**config.mk**
```make
export PLATFORM = sky130hd
export DESIGN_NAME = hpd_event_ctrl
export DESIGN_NICKNAME = d
export VERILOG_FILES = /design/src/rtl/hpd_event_ctrl.sv
export SDC_FILE = /design/constraint.sdc
export NUM_CORES = 1
export LEC_CHECK = 0
export ABC_AREA = 1
export CORE_MARGIN = 2
export CORE_UTILIZATION = 58
export DETAILED_ROUTE_END_ITERATION = 12
export PLACE_DENSITY = 0.84
export SETUP_SLACK_MARGIN = 0.3
export SLEW_MARGIN = 20
export SYNTH_ARGS = -nofsm -noshare
export SYNTH_HDL_FRONTEND = slang
export SYNTH_SLANG_ARGS = --single-unit
export TNS_END_PERCENT = 50
```
**constraint.sdc**
```tcl
create_clock -name clk -period 4.45 [get_ports clk]
set_input_delay 0.6675 -clock clk [delete_from_list [all_inputs] [get_ports clk]]
set_output_delay 0.6675 -clock clk [all_outputs]
set_load 0.01 [all_outputs]
```
**src/rtl/hpd_event_ctrl.sv**
```systemverilog
// HPD event sequencer: capability read on plug-in, one status read per queued HPD IRQ,
// with retry/timeout, unplug abort and link-up/down indications. Optional: HPD_IRQ_COALESCE_EN.
module hpd_event_ctrl #(
  parameter int IRQ_DEPTH      = 4,
  parameter int TIMEOUT_CYCLES = 1000,
  parameter int RETRY_MAX      = 3
) (
  input  logic       clk,
  input  logic       rst_n,
  input  logic       hpd_detect,
  input  logic       hpd_irq,
  output logic       svc_req,
  output logic       svc_type,
  input  logic       svc_ack,
  input  logic       svc_done,
  input  logic       svc_err,
  output logic       link_up,
  output logic       link_down_pulse,
  output logic [3:0] irq_pending,
  output logic       irq_overflow,
  input  logic       irq_ovf_clr,
  output logic [2:0] ctrl_state
);

  localparam int TW = (TIMEOUT_CYCLES > 1) ? $clog2(TIMEOUT_CYCLES) : 1;
  localparam int RW = (RETRY_MAX > 0) ? $clog2(RETRY_MAX + 1) : 1;
  localparam logic [TW-1:0] TMO_LAST  = TW'(TIMEOUT_CYCLES - 1);
  localparam logic [RW-1:0] RETRY_LIM = RW'(RETRY_MAX);
`ifdef HPD_IRQ_COALESCE_EN
  localparam logic [3:0] PEND_MAX = 4'd1;
`else
  localparam logic [3:0] PEND_MAX = 4'(IRQ_DEPTH);
`endif

  typedef enum logic [2:0] {
    S_IDLE      = 3'd0,
    S_CAP_REQ   = 3'd1,
    S_CAP_WAIT  = 3'd2,
    S_CONNECTED = 3'd3,
    S_IRQ_REQ   = 3'd4,
    S_IRQ_WAIT  = 3'd5,
    S_ERROR     = 3'd6
  } state_e;

  state_e          state_q, state_d;
  logic            hpd_det_q, hpd_irq_q;
  logic [RW-1:0]   retry_q, retry_d;
  logic [TW-1:0]   tmo_q, tmo_d;
  logic [3:0]      pending_q, pending_d;
  logic            ovf_q, ovf_d;
  logic            svc_req_q, svc_req_d;
  logic            svc_type_q, svc_type_d;
  logic            link_up_q, link_up_d;
  logic            link_down_q, link_down_d;

  logic det_rise, det_fall, irq_rise;
  logic svc_ok, svc_fail, irq_served, irq_count_en, ovf_drop;

  always_comb begin
    det_rise = hpd_detect & ~hpd_det_q;
    det_fall = ~hpd_detect & hpd_det_q;
    irq_rise = hpd_irq & ~hpd_irq_q;
    svc_ok   = svc_done & ~svc_err;
    svc_fail = svc_err | (tmo_q == TMO_LAST);

    state_d    = state_q;
    retry_d    = retry_q;
    tmo_d      = tmo_q;
    irq_served = 1'b0;

    case (state_q)
      S_IDLE: begin
        if (det_rise) begin
          state_d = S_CAP_REQ;
          retry_d = '0;
        end
      end
      S_CAP_REQ: begin
        if (svc_ack) begin
          state_d = S_CAP_WAIT;
          tmo_d   = '0;
        end
      end
      S_IRQ_REQ: begin
        if (svc_ack) begin
          state_d = S_IRQ_WAIT;
          tmo_d   = '0;
        end
      end
      S_CAP_WAIT, S_IRQ_WAIT: begin
        if (svc_ok) begin
          state_d    = S_CONNECTED;
          retry_d    = '0;
          tmo_d      = '0;
          irq_served = (state_q == S_IRQ_WAIT);
        end else if (svc_fail) begin
          tmo_d = '0;
          if (retry_q < RETRY_LIM) begin
            retry_d = retry_q + RW'(1);
            state_d = (state_q == S_CAP_WAIT) ? S_CAP_REQ : S_IRQ_REQ;
          end else begin
            state_d = S_ERROR;
          end
        end else begin
          tmo_d = tmo_q + TW'(1);
        end
      end
      S_CONNECTED: begin
        if (pending_q != 4'd0) begin
          state_d = S_IRQ_REQ;
          retry_d = '0;
        end
      end
      S_ERROR: state_d = S_ERROR;
      default: state_d = S_IDLE;
    endcase

    // Unplug overrides whatever the state logic above decided.
    if (det_fall) begin
      state_d    = S_IDLE;
      retry_d    = '0;
      tmo_d      = '0;
      irq_served = 1'b0;
    end
  end

  always_comb begin
    irq_count_en = irq_rise && (state_q != S_IDLE) && (state_q != S_ERROR);
    pending_d    = pending_q;
    ovf_drop     = 1'b0;

    // A rise and a completed service in the same cycle cancel out.
    if (irq_count_en && !irq_served) begin
      if (pending_q < PEND_MAX) pending_d = pending_q + 4'd1;
      else                      ovf_drop  = 1'b1;
    end else if (!irq_count_en && irq_served) begin
      pending_d = pending_q - 4'd1;
    end

    if (det_fall) begin
      pending_d = 4'd0;
      ovf_drop  = 1'b0;
    end

`ifdef HPD_IRQ_COALESCE_EN
    ovf_d = 1'b0;
`else
    ovf_d = ovf_q;
    if (irq_ovf_clr) ovf_d = 1'b0;
    if (ovf_drop)    ovf_d = 1'b1;
`endif
  end

  always_comb begin
    svc_req_d   = (state_d == S_CAP_REQ) || (state_d == S_IRQ_REQ);
    svc_type_d  = (state_d == S_IRQ_REQ);
    link_up_d   = (state_d == S_CONNECTED) || (state_d == S_IRQ_REQ) ||
                  (state_d == S_IRQ_WAIT);
    link_down_d = link_up_q & ~link_up_d;
  end

  always_ff @(posedge clk) begin
    if (!rst_n) begin
      state_q     <= S_IDLE;
      hpd_det_q   <= 1'b0;
      hpd_irq_q   <= 1'b0;
      retry_q     <= '0;
      tmo_q       <= '0;
      pending_q   <= 4'd0;
      ovf_q       <= 1'b0;
      svc_req_q   <= 1'b0;
      svc_type_q  <= 1'b0;
      link_up_q   <= 1'b0;
      link_down_q <= 1'b0;
    end else begin
      state_q     <= state_d;
      hpd_det_q   <= hpd_detect;
      hpd_irq_q   <= hpd_irq;
      retry_q     <= retry_d;
      tmo_q       <= tmo_d;
      pending_q   <= pending_d;
      ovf_q       <= ovf_d;
      svc_req_q   <= svc_req_d;
      svc_type_q  <= svc_type_d;
      link_up_q   <= link_up_d;
      link_down_q <= link_down_d;
    end
  end

  assign svc_req         = svc_req_q;
  assign svc_type        = svc_type_q;
  assign link_up         = link_up_q;
  assign link_down_pulse = link_down_q;
  assign irq_pending     = pending_q;
  assign irq_overflow    = ovf_q;
  assign ctrl_state      = state_q;

endmodule

```
-- After elaboration in Yosys (flattened, before gate mapping)
Index checks and enable logic that the tools add are counted.
- $lt $le $gt $ge: 2
- reductions and logical operators: 22
- add/sub/neg operators: 4
- multipliers: 0
- bitwise logic cells: 12
- divide/modulo/power cells: 0
- equal/unequal tests: 18
- shift-type cells: 0
- multiplexer cells: 31
- operators by type and width (cell ; count):
    two-way mux 10 bit ; 3
    two-way mux 3 bit ; 9
    case mux 10 bit (2 select lines) ; 1
    case mux 3 bit (6 select lines) ; 1
    equality test 3 bit (second input constant) ; 5
    two-way mux 4 bit ; 3
    adder 10 x 1 -> 10 bit (second input constant) ; 1
    equality test 10 bit (second input constant) ; 1
    two-way mux 2 bit ; 5
    equality test 3 x 2 -> 1 bit (second input constant) ; 3
    != test 3 bit (second input constant) ; 3
    two-way mux 1 bit ; 8
    equality test 3 x 1 -> 1 bit (second input constant) ; 2
    inverter 1 bit ; 6
    case mux 2 bit (3 select lines) ; 1
    nonzero test 2 bit ; 3
    nonzero test 3 bit ; 2
    OR reduction 2 bit ; 3
    bitwise AND 1 bit ; 5
    AND reduction 5 bit ; 1
    adder 4 x 1 -> 4 bit (second input constant) ; 1
    logical AND 1 bit ; 4
    less-than comparator 4 x 3 -> 1 bit (second input constant) ; 1
    != test 2 x 1 -> 1 bit (second input constant) ; 2
    10 further kinds ; 15
- memories kept: 0
- bits of input ports: 8
- RAM bits: 0
- register bits: 26
- word-level logic and storage cells: 100
- latch bits: 0
- memory bits (read-only): 0

-- Longest topological paths before layout
Gate-level depths: netlist of run 1.
- depth after elaboration: 12
- depth in mapped cells: 15

-- Worst setup path before layout of run 1
Ideal clock, no wire load.
- path kind: input-to-reg
- start point: input port svc_err
- end point: register pending_q[3] (netlist: irq_pending[3])
- stages: 15
- path buffers: 0
- library setup time: 0.115 ns
- arrival: 2.153 ns
- slack: 2.182 ns
- cell sequence: inv_1 -> nand2_1 -> inv_1 -> nand2_1 -> nor2_1 -> nor2_1 -> inv_1 -> ha_1 -> nand2_1 -> nand2_1 -> a21oi_1 -> o21bai_1 -> nand4_1 -> nand2_1 -> nor2_1
- word-level cells in the longest chain between the ends: 9
- elaborated cells on any way between the ends: 12
- classes of those cells: eq/ne (1); mux (4); bitwise (2); reduce/logical (5)
- ends and longest elaborated chain (what ; line ; RTL):
    from (decl) ; 16 ; input logic svc_err,
    inverter 1 bit * ; 63 ; svc_ok = svc_done & ~svc_err;
    bitwise AND 1 bit * ; 63 ;
    two-way mux 1 bit * ; 91 ; if (svc_ok) begin
    two-way mux 1 bit * ; 71 ; case (state_q)
    two-way mux 1 bit * ; 119 ; if (det_fall) begin
    zero test 1 bit ; 133 ; if (irq_count_en && !irq_served) begin
    logical AND 1 bit ; 133 ;
    != test 2 x 1 -> 1 bit (no line) / nonzero test 2 bit (equally long branches) ; n/a ;
    AND reduction 2 bit (no line) ; n/a ;
    to (signal assigned) ; 181 ; pending_q <= pending_d;
    to (decl) ; 49 ; logic [3:0] pending_q, pending_d;
Mark *: on every way between the ends. The rest lies on a longest branch, timed or not.
A chain may end at the register's enable or synchronous reset.

-- Worst setup path after layout of run 1
Ends and elaborated chain as after synthesis.

==> out/results.ini, run 1 <==
[status]
status = complete, no violations

[sta]
layout_min_cycle_time_ns = 2.57
setup_violations = 0
finalCritPeriodShare_pct = 57.8
clock_skew_ns = 0.00823
relSlewSlack_pct = 55.4
holdWs_ns = 0.448
rsz0062_at_grt = no
setup_tns_ns = 0
clock.fmax_mhz = 389
hold_violations = 0
worstMarginPinSlew_ns = 0.667
drv_slew = 0

[grt]
grt_pass1_vias = 1127
grt_start_max_net_pins = 14
grt_pass1_wl_um = 4660
grtUsageTotal_pct = 22.1
antenna_found_initial = 0
grt_remaining_overflow = 0

[route]
drc = 0
routed_wl_um = 2870
wire_per_inst_um = 10.7
initialDrtViolationCount = 43
ant_nets = 0
vias_per_cell = 5.14
num_vias = 1383
firstDrtPassIters = 4

[clocking]
cts_resized = 0
h-tree-depth = 1
cts_root_buf = clkbuf_4
clock_sinks = 26
clkSlewWorstSetupHoldPaths_ns = 0.13
ctsLongestPathBuffers = 2
cts_setup_buffers = 0
tritoncts = yes
cts.hold.buffers_added = 0
cts_buffers = 3
clock_latency_ns = 0.32

[die]
rows = 18
die_width_um = 53.8
dieArea_um2 = 2890
die_h_um = 53.8
initial_core_util_pct = 59.7
ios = 20
coreArea_um2 = 2410

[yosys]
syn_nets = 230
synth_edf_count = 0
ys_ff_latch = 26
synth_top_family_by_area = simple AND/OR/NAND/NOR gates
synth_mux_area_share_pct = 0
synth-async-reset-ratio_pct = 0
syn_inst = 217
synth-warning-count = 0
synth_area_um2 = 1440
yosys.area.top_type = dfxtp_1
avgSynthCellArea_um2 = 6.63
synth_top_area_share_pct = 36.2
ys_top_cells_by_area = dfxtp_1, nand2_1, nor2_1, inv_1, nand3_1
synthSimpleGateAreaFrac_pct = 37.2
synth_fa_ha_area_share_pct = 4.87
synth_compound_area_share_pct = 11.7
dominantRegCellSynth = dfxtp_1
yosysSeqAreaShare_pct = 36.2
synth_most_common_cell = nand2_1
synth_commonest_cells = nand2_1, nor2_1, inv_1, dfxtp_1, nand3_1
synth-xor-area-share_pct = 1.83
synth_cell_types = 27

[min_path]
hold_class = reg -> reg
min_path_cells = 2

[placed_design]
dp_hpwl_um = 2240
dp.cells = 266
portBuffers = 19
place_congestion = 0.859

[critical_path]
critPathKind = in -> reg
critPathLaunchType = input pin
critPathArrivalTime_ns = 2.79
slowest_delay_ns = 0.40
path_max_fanout = 6
critPathSlowestCell = clkdlybuf4s50_1
reg2regPathDepth = 13
cpMostUsedCell = nand2_1
cp.required_ns = 4.67
path_cells = clkdlybuf4s50_1, inv_1, nand2_1, inv_1, nand2_1, nor2_1, nor2_1, inv_1, ha_1, nand2_1, nand2_1, a21oi_1, o21bai_1, nand4_1, nand2_1, nor2_1
cp-end-kind = flip-flop

[layout]
num_antenna_cells = 0
drive_gt1_share_pct = 5.86
nNetsFinal = 254
stdcell_count = 269
area_growth_pct = 17.4

[power]
total_power_mw = 0.427
power.density_nw_per_um2 = 253
ir_worst_vdd_uv = 272
power.static_leakage_nw = 0.736

[job]
cap_violations = 0

==> where the power goes <==
part | switching (mW) | internal (mW)
registers | 0.00769 | 0.241
clock network | 0.0654 | 0.0317
logic | 0.0467 | 0.0345
total | 0.120 | 0.307
==> layout make-up <==
class	count	area, µm²
repair buffers	19	190
inverters	31	116
fillers	213	722
flip-flops and latches	26	520
well taps	30	37.5
clock buffers	3	22.5
multi-input cells	160	801
==> registers in the layout, indices dropped and copies added, names as in the netlist, 2 cells and up <==
name,flops
irq_pending,4
tmo_q,10
ctrl_state,3
retry_q,2
==> worst paths after layout <==
kind                                     from         endpoint  slack (ns)
worst max-delay path                  svc_err   irq_pending[3]        1.88
worst min register to register        link_up  link_down_pulse        0.45
worst max register to register  ctrl_state[1]   irq_pending[3]        2.24
worst min-delay path                  link_up  link_down_pulse        0.45
==> metrics by stage <==
step	cell area [µm²]	setup WS, ns	util (%)
3_3_place_gp	1670	1.61	69.1
6_report	1690	1.88	70.0
3_5_place_dp	1670	1.56	69.1
2_1_floorplan	1440	2.18	-
4_1_cts	1690	1.90	70.0
5_1_grt	1690	1.64	70.0
==> cell usage in the layout (no fill, tap or decap), types with 3 or more instances in the layout <==
| cell | instances |
|---|---|
| xor2_1 | 3 |
| nand3_1 | 15 |
| ha_1 | 4 |
| nand2_1 | 51 |
| nor3_1 | 6 |
| inv_1 | 28 |
| nand4_1 | 3 |
| clkbuf_4 | 3 |
| dfxtp_1 | 26 |
| nand2_2 | 4 |
| nor2_1 | 37 |
| clkdlybuf4s50_1 | 19 |
| o21ai_0 | 7 |
| a21oi_1 | 14 |
==> critical path: cells and delay by family <==
family	cells	cell delay [ns]
buf+inv	4	0.75
simple gates	9	0.82
fa+ha+maj	1	0.25
compound gates	2	0.30
==> cell families (layout without fill, tap and decap cells) <==
family,after synthesis,count (layout)
AND/OR/NAND/NOR,122,122
adder cells (fa/ha/maj),5,5
buffers and inverters,31,53
AO/OA/AOI/OAI,30,30
XOR/XNOR,3,3
flip-flops,26,26
==> routing by layer <==
layer  part of all wire (%)  global-route usage (%)  routed length [µm]
met4                    1.6                    8.55                  45
met5                      0                       0                   0
met1                     46                    28.8                1310
met3                    5.0                    3.61                 144
met2                     48                    36.2                1370
(Power assumes the default switching activity.)
==> run 2: changes to the inputs <==
--- a/config.mk
+++ b/config.mk
@@ -7,9 +7,9 @@
 export LEC_CHECK = 0
 export ABC_AREA = 1
 export CORE_MARGIN = 2
-export CORE_UTILIZATION = 58
+export CORE_UTILIZATION = 53
 export DETAILED_ROUTE_END_ITERATION = 12
-export PLACE_DENSITY = 0.84
+export PLACE_DENSITY = 0.78
 export SETUP_SLACK_MARGIN = 0.3
 export SLEW_MARGIN = 20
 export SYNTH_ARGS = -nofsm -noshare
==> constraint.sdc (replaced) <==
create_clock -name clk -period 2.7 [get_ports clk]
set_input_delay 0.405 -clock clk [delete_from_list [all_inputs] [get_ports clk]]
set_output_delay 0.405 -clock clk [all_outputs]
set_load 0.01 [all_outputs]
==> run 2 against run 1 <==
Compared with the run above:
- via count rose by 4.8%
- core utilization fell by 1.7 points
- cell count rose by 1.1%
- non-clock buffer count rose by 3
- clock power rose by 68%
- critical path type unchanged
- critical endpoint unchanged
==> out/results.ini, run 2 (same netlist as run 1, synthesis figures left out) <==
[clocking]
ctsLongestPathBuffers = 2  ; unchanged
cts_buffers = 3  ; unchanged
clock_sinks = 26  ; unchanged
tritoncts = yes
h-tree-depth = 1  ; unchanged
clock_latency_ns = 0.32  ; about the same
clkSlewWorstSetupHoldPaths_ns = 0.14  ; about the same
cts.hold.buffers_added = 0  ; unchanged
cts_root_buf = clkbuf_4

[layout]
final_common_cell = nand2_1
nNetsFinal = 257  ; +1.2%
area_growth_pct = 19.9
num_antenna_cells = 0  ; unchanged
drive_gt1_share_pct = 10.3  ; +4.5 points
fill_cells = 231  ; +8.5%
largest-register = tmo_q
largest_register_ffs = 10  ; unchanged
design_area_um2 = 1720  ; +2.1%
final_cell_mix = nand2_1, nor2_1, inv_1

[sta]
clock.fmax_mhz = 443
clock_skew_ns = 0.00552  ; -0.00271 ns
hold_violations = 0  ; unchanged
layout_min_cycle_time_ns = 2.26
relSlewSlack_pct = 77.8  ; +22 points
worstMarginPinSlew_ns = 0.331  ; -0.336 ns
rsz0062_at_grt = no
setup_tns_ns = 0  ; unchanged
worst_slack_ns = 0.442  ; -1.44 ns
finalCritPeriodShare_pct = 83.6
drv_slew = 0  ; unchanged
setup_violations = 0  ; unchanged

[power]
ir_worst_vdd_uv = 351  ; +29%
total_power_mw = 0.717  ; +68%
power.density_nw_per_um2 = 416  ; +64%
power.static_leakage_nw = 0.749  ; +1.8%

[grt]
grtUsageMet2_pct = 36.6  ; +0.46 points
grtUsageTotal_pct = 21.2  ; -0.83 points
grt_util_met1_pct = 26.6  ; -2.2 points
antenna_found_initial = 0  ; unchanged
grt_pass1_wl_um = 5530  ; +18%
grt_remaining_overflow = 0  ; unchanged
grt_start_max_net_pins = 14  ; unchanged
grt_pass1_vias = 1367  ; +21%
grt_busiest_layer = met2
grt.met3_usage_pct = 4.42  ; +0.81 points

[route]
vias_per_cell = 5.33  ; +3.7%
routed_wl_um = 3240  ; +13%
initialDrtViolationCount = 58  ; +35%
drc = 0  ; unchanged
ant_nets = 0  ; unchanged
firstDrtPassIters = 4  ; unchanged
wire_per_inst_um = 11.9  ; +12%
num_vias = 1450  ; +4.8%

[die]
coreArea_um2 = 2520  ; +4.7%
die_width_um = 56.1  ; +4.3%
dieArea_um2 = 3140  ; +8.7%
rows = 18  ; unchanged
ios = 20  ; unchanged
die_h_um = 56.1  ; +4.3%
initial_core_util_pct = 57.0  ; -2.7 points

[critical_path]
cp-end-kind = flip-flop
critPathKind = in -> reg
path_max_fanout = 4  ; -2
critPathArrivalTime_ns = 2.49  ; -0.30 ns
critPathLaunchType = input pin
cp.required_ns = 2.93  ; -1.74 ns

[placed_design]
portBuffers = 19  ; unchanged
preCtsSetupSlack_ns = 0.00676  ; -1.56 ns
dp_hpwl_um = 2520  ; +12%
place_congestion = 0.830  ; -3.4%
place_area_um2 = 1680  ; +0.90%

[status]
status = complete, no violations

[job]
cap_violations = 0  ; unchanged

[min_path]
hold_class = reg -> reg

-- run 2: changes by cell type in the layout (fill, tap and decap cells not counted), sizes merged --
cell	before	now
buf	0	3
-- run 2: worst max-delay path, cell delays in order --
cell	delay (ns)
clkdlybuf4s50_1	0.45
nor2_2	0.14
inv_1	0.10
nand2_1	0.08
nor2_2	0.05
nor2_2	0.16
inv_1	0.12
ha_1	0.29
nand2_1	0.07
nand2_1	0.05
a21oi_1	0.16
o21bai_1	0.17
nand4_1	0.12
nand2_1	0.08
nor2_1	0.04
-- run 2: power breakdown --
group          leakage, nW  internal [mW]  switching (mW)
Clock               0.0138         0.0523           0.111
Sequential           0.212          0.398          0.0136
Combinational        0.523         0.0602          0.0822
-- run 2: final timing paths --
kind                 start  slack (ns)               to  cells past startpoint
max             hpd_detect        0.44   irq_pending[3]                     15
min reg2reg        link_up        0.45  link_down_pulse                      2
min                link_up        0.45  link_down_pulse                      2
max reg2reg  ctrl_state[2]        0.48   irq_pending[3]                     14
-- run 2: what timing repair did --
item | 4_1_cts | 5_1_grt
setup buffers | 0 | 1
hold endpoints to repair | 0 | 0
setup endpoints to repair | 0 | 1
gates resized for setup | 0 | 8
-- run 2: area by class of cell --
cell class	count	area [µm²]	area share, %
clock buffers	3	22.5	1.31
multi-input cells	160	811	47.0
inverters	31	116	6.75
well taps	30	37.5	2.18
repair buffers	22	213	12.3
flip-flops and latches	26	524	30.4
-- run 2: stage by stage --
step                cells  utilization (%)  hold slack, ns
CTS                   271             67.5           0.449
floorplan             217                -           0.457
global placement      268             66.6           0.424
finish                272             68.4           0.448
global route          272             68.4           0.466
detailed placement    268             66.6           0.428
-- run 2: routing by layer --
metal	part of all wire [%]	vias to the layer above
met5	0	-
met3	4.7	7
li1	-	746
met2	48	41
met4	1.1	0
met1	46	656
==> run 3: changes to the inputs <==
--- a/config.mk
+++ b/config.mk
@@ -7,9 +7,9 @@
 export LEC_CHECK = 0
 export ABC_AREA = 1
 export CORE_MARGIN = 2
-export CORE_UTILIZATION = 53
+export CORE_UTILIZATION = 48
 export DETAILED_ROUTE_END_ITERATION = 12
-export PLACE_DENSITY = 0.78
+export PLACE_DENSITY = 0.74
 export SETUP_SLACK_MARGIN = 0.3
 export SLEW_MARGIN = 20
 export SYNTH_ARGS = -nofsm -noshare
==> constraint.sdc (replaced) <==
create_clock -name clk -period 1.9 [get_ports clk]
set_input_delay 0.285 -clock clk [delete_from_list [all_inputs] [get_ports clk]]
set_output_delay 0.285 -clock clk [all_outputs]
set_load 0.01 [all_outputs]
==> run 3 against run 2 <==
Compared with the run above:
- register-to-register slack got worse by 0.48 ns
- sequential power rose by 41%
- clock-buffer cell count grew 1
- setup slack lost 0.44 ns
- non-clock buffer count is 39 higher
- highest routed layer unchanged
- core utilization rose by 16 points
- combinational power grew 120%
- the run now ends with DRC left
- critical path type is now reg -> reg
- worst hold slack got worse by 0.047 ns
- die area is 9.7% higher
- total power grew 60%
- critical path depth is 2 lower
- cell count up 15%
==> out/results.ini, run 3 (same netlist as run 1, synthesis figures left out) <==
[status]
status = finished, violations left
failed_checks = DRC

[critical_path]
crit_family = simple AND/OR/NAND/NOR gates
path_cells = inv_4, nor2_4, nand2_1, nand4_1, nor2_4, inv_4, ha_4, nand2_2, nand2_2, a21oi_2, o21bai_4, a31oi_1, nor2_1
setup.worst_path.start = ctrl_state[2]
slowest_delay_ns = 0.38  ; -0.07 ns
critPathLaunchType = flip-flop
cp_num_buf_inv = 2  ; -1
cp-end-kind = flip-flop
critPathSlowestCell = dfxtp_4
cp.required_ns = 2.14  ; -0.79 ns
critPathArrivalTime_ns = 2.13  ; -0.36 ns
path_max_fanout = 4  ; unchanged
rr_startpoint = ctrl_state[2]
critPathKind = reg -> reg

[layout]
final_cell_mix = nand2_1, buf_4, nor2_1
design_area_um2 = 2360  ; +37%
nNetsFinal = 296  ; +15%
largest-register = tmo_q
multiInputGateArea_um2 = 1080  ; +33%
drive_gt1_share_pct = 43.6  ; +33 points
area_growth_pct = 64.2
num_antenna_cells = 0  ; unchanged
largest_register_ffs = 10  ; unchanged
final_common_cell = nand2_1
fill_cells = 165  ; -29%
regArea_um2 = 546  ; +4.1%

[placed_design]
place_congestion = 0.839  ; +1.1%
place_area_um2 = 1820  ; +8.6%
dp_hpwl_um = 2450  ; -3.0%
preCtsSetupSlack_ns = -0.375  ; -0.382 ns
portBuffers = 19  ; unchanged

[power]
ir_worst_vdd_uv = 404  ; +15%
total_power_mw = 1.15  ; +60%
power.static_leakage_nw = 1.09  ; +45%
power.density_nw_per_um2 = 486  ; +17%

[sta]
relSlewSlack_pct = 77.4  ; -0.40 points
setup_violations = 0  ; unchanged
holdWs_ns = 0.402  ; -0.0466 ns
worstMarginPinSlew_ns = 0.336  ; +0.00496 ns
drv_slew = 0  ; unchanged
hold_violations = 0  ; unchanged
rsz0062_at_grt = yes
clock_skew_ns = 0.00757  ; +0.00204 ns
finalCritPeriodShare_pct = 100
layout_min_cycle_time_ns = 1.90
worst_slack_ns = 0.000581  ; -0.441 ns
clock.fmax_mhz = 526

[die]
coreArea_um2 = 2810  ; +11%
rows = 19  ; +1
die_width_um = 58.7  ; +4.7%
initial_core_util_pct = 51.2  ; -5.7 points
die_h_um = 58.7  ; +4.7%
dieArea_um2 = 3450  ; +9.7%
ios = 20  ; unchanged

[grt]
grt_start_max_net_pins = 15  ; +1
grt_remaining_overflow = 0  ; unchanged
grtUsageTotal_pct = 21.3  ; +0.033 points
grt_pass1_vias = 1414  ; +3.4%
grt_pass1_wl_um = 5680  ; +2.8%
antenna_found_initial = 0  ; unchanged

[route]
firstDrtPassIters = 8  ; +4
vias_per_cell = 5.38  ; +0.98%
num_vias = 1685  ; +16%
drc = 3  ; +3
routed_wl_um = 4280  ; +32%
wire_per_inst_um = 13.7  ; +15%
initialDrtViolationCount = 59  ; +1.7%
ant_nets = 0  ; unchanged

[clocking]
cts_buffers = 3  ; unchanged
clock_sinks = 26  ; unchanged
tritoncts = yes
ctsLongestPathBuffers = 2  ; unchanged
cts.hold.buffers_added = 0  ; unchanged
cts_root_buf = clkbuf_4
clkSlewWorstSetupHoldPaths_ns = 0.14  ; about the same
clock_latency_ns = 0.33  ; about the same
h-tree-depth = 1  ; unchanged

[min_path]
hold_class = in -> reg
holdCritStartpoint = hpd_detect

[job]
cap_violations = 0  ; unchanged

==> run 3: changes by cell type in the layout (fill, tap and decap cells not counted), sizes merged <==
cell	change
clkbuf	+1
clkinv	-1
dlymetal6s2s	+4
clkdlybuf4s50	-6
buf	+39
inv	+1
dlygate4sd2	+2
==> run 3: final cells by class <==
cell class	instances	area share (%)
Clock buffer	4	1.11
Tap cell	31	1.64
Inverter	31	5.25
Sequential cell	26	23.1
Multi-Input combinational cell	160	45.6
Timing Repair Buffer	61	23.3
==> run 3: metal layers <==
layer	global-route usage (%)	share of wire, %	up-vias
li1	-	-	826
met1	26.7	43	778
met2	36.5	47	61
met3	3.30	5.8	20
met4	8.12	3.9	0
met5	0	0	-
==> run 3: power breakdown <==
group	internal (mW)	total [mW]	switching, mW	leakage [nW]
combinational	0.151	0.314	0.163	0.853
sequential	0.562	0.579	0.0177	0.217
clock	0.0823	0.253	0.171	0.0150
total	0.795	1.15	0.352	1.09
==> run 3: final timing paths <==
kind,slack [ns],cells after the start,to
max,0.0006,13,irq_pending[3]
min,0.40,4,hpd_det_q
max reg2reg,0.0006,13,irq_pending[3]
min reg2reg,0.44,2,link_down_pulse
==> run 3: stage by stage <==
step,cells,TNS (ns),util (%)
6_report,313,0,84.2
2_1_floorplan,217,0,-
5_1_grt,313,-0.240,84.2
4_1_cts,299,0,70.6
3_3_place_gp,285,-0.678,65.0
3_5_place_dp,285,-0.909,65.0
==> run 3: what timing repair did <==
item                       4_1_cts  5_1_grt
setup endpoints to repair       17       29
gates resized for setup         19       78
pin swaps                       11       43
setup buffers                   10       14
==> run 3: tightest hold or removal path, delay by kind of cell <==
family	cells	cell delay (ns)
buffers and inverters	3	0.39
and+or+nand+nor	1	0.04
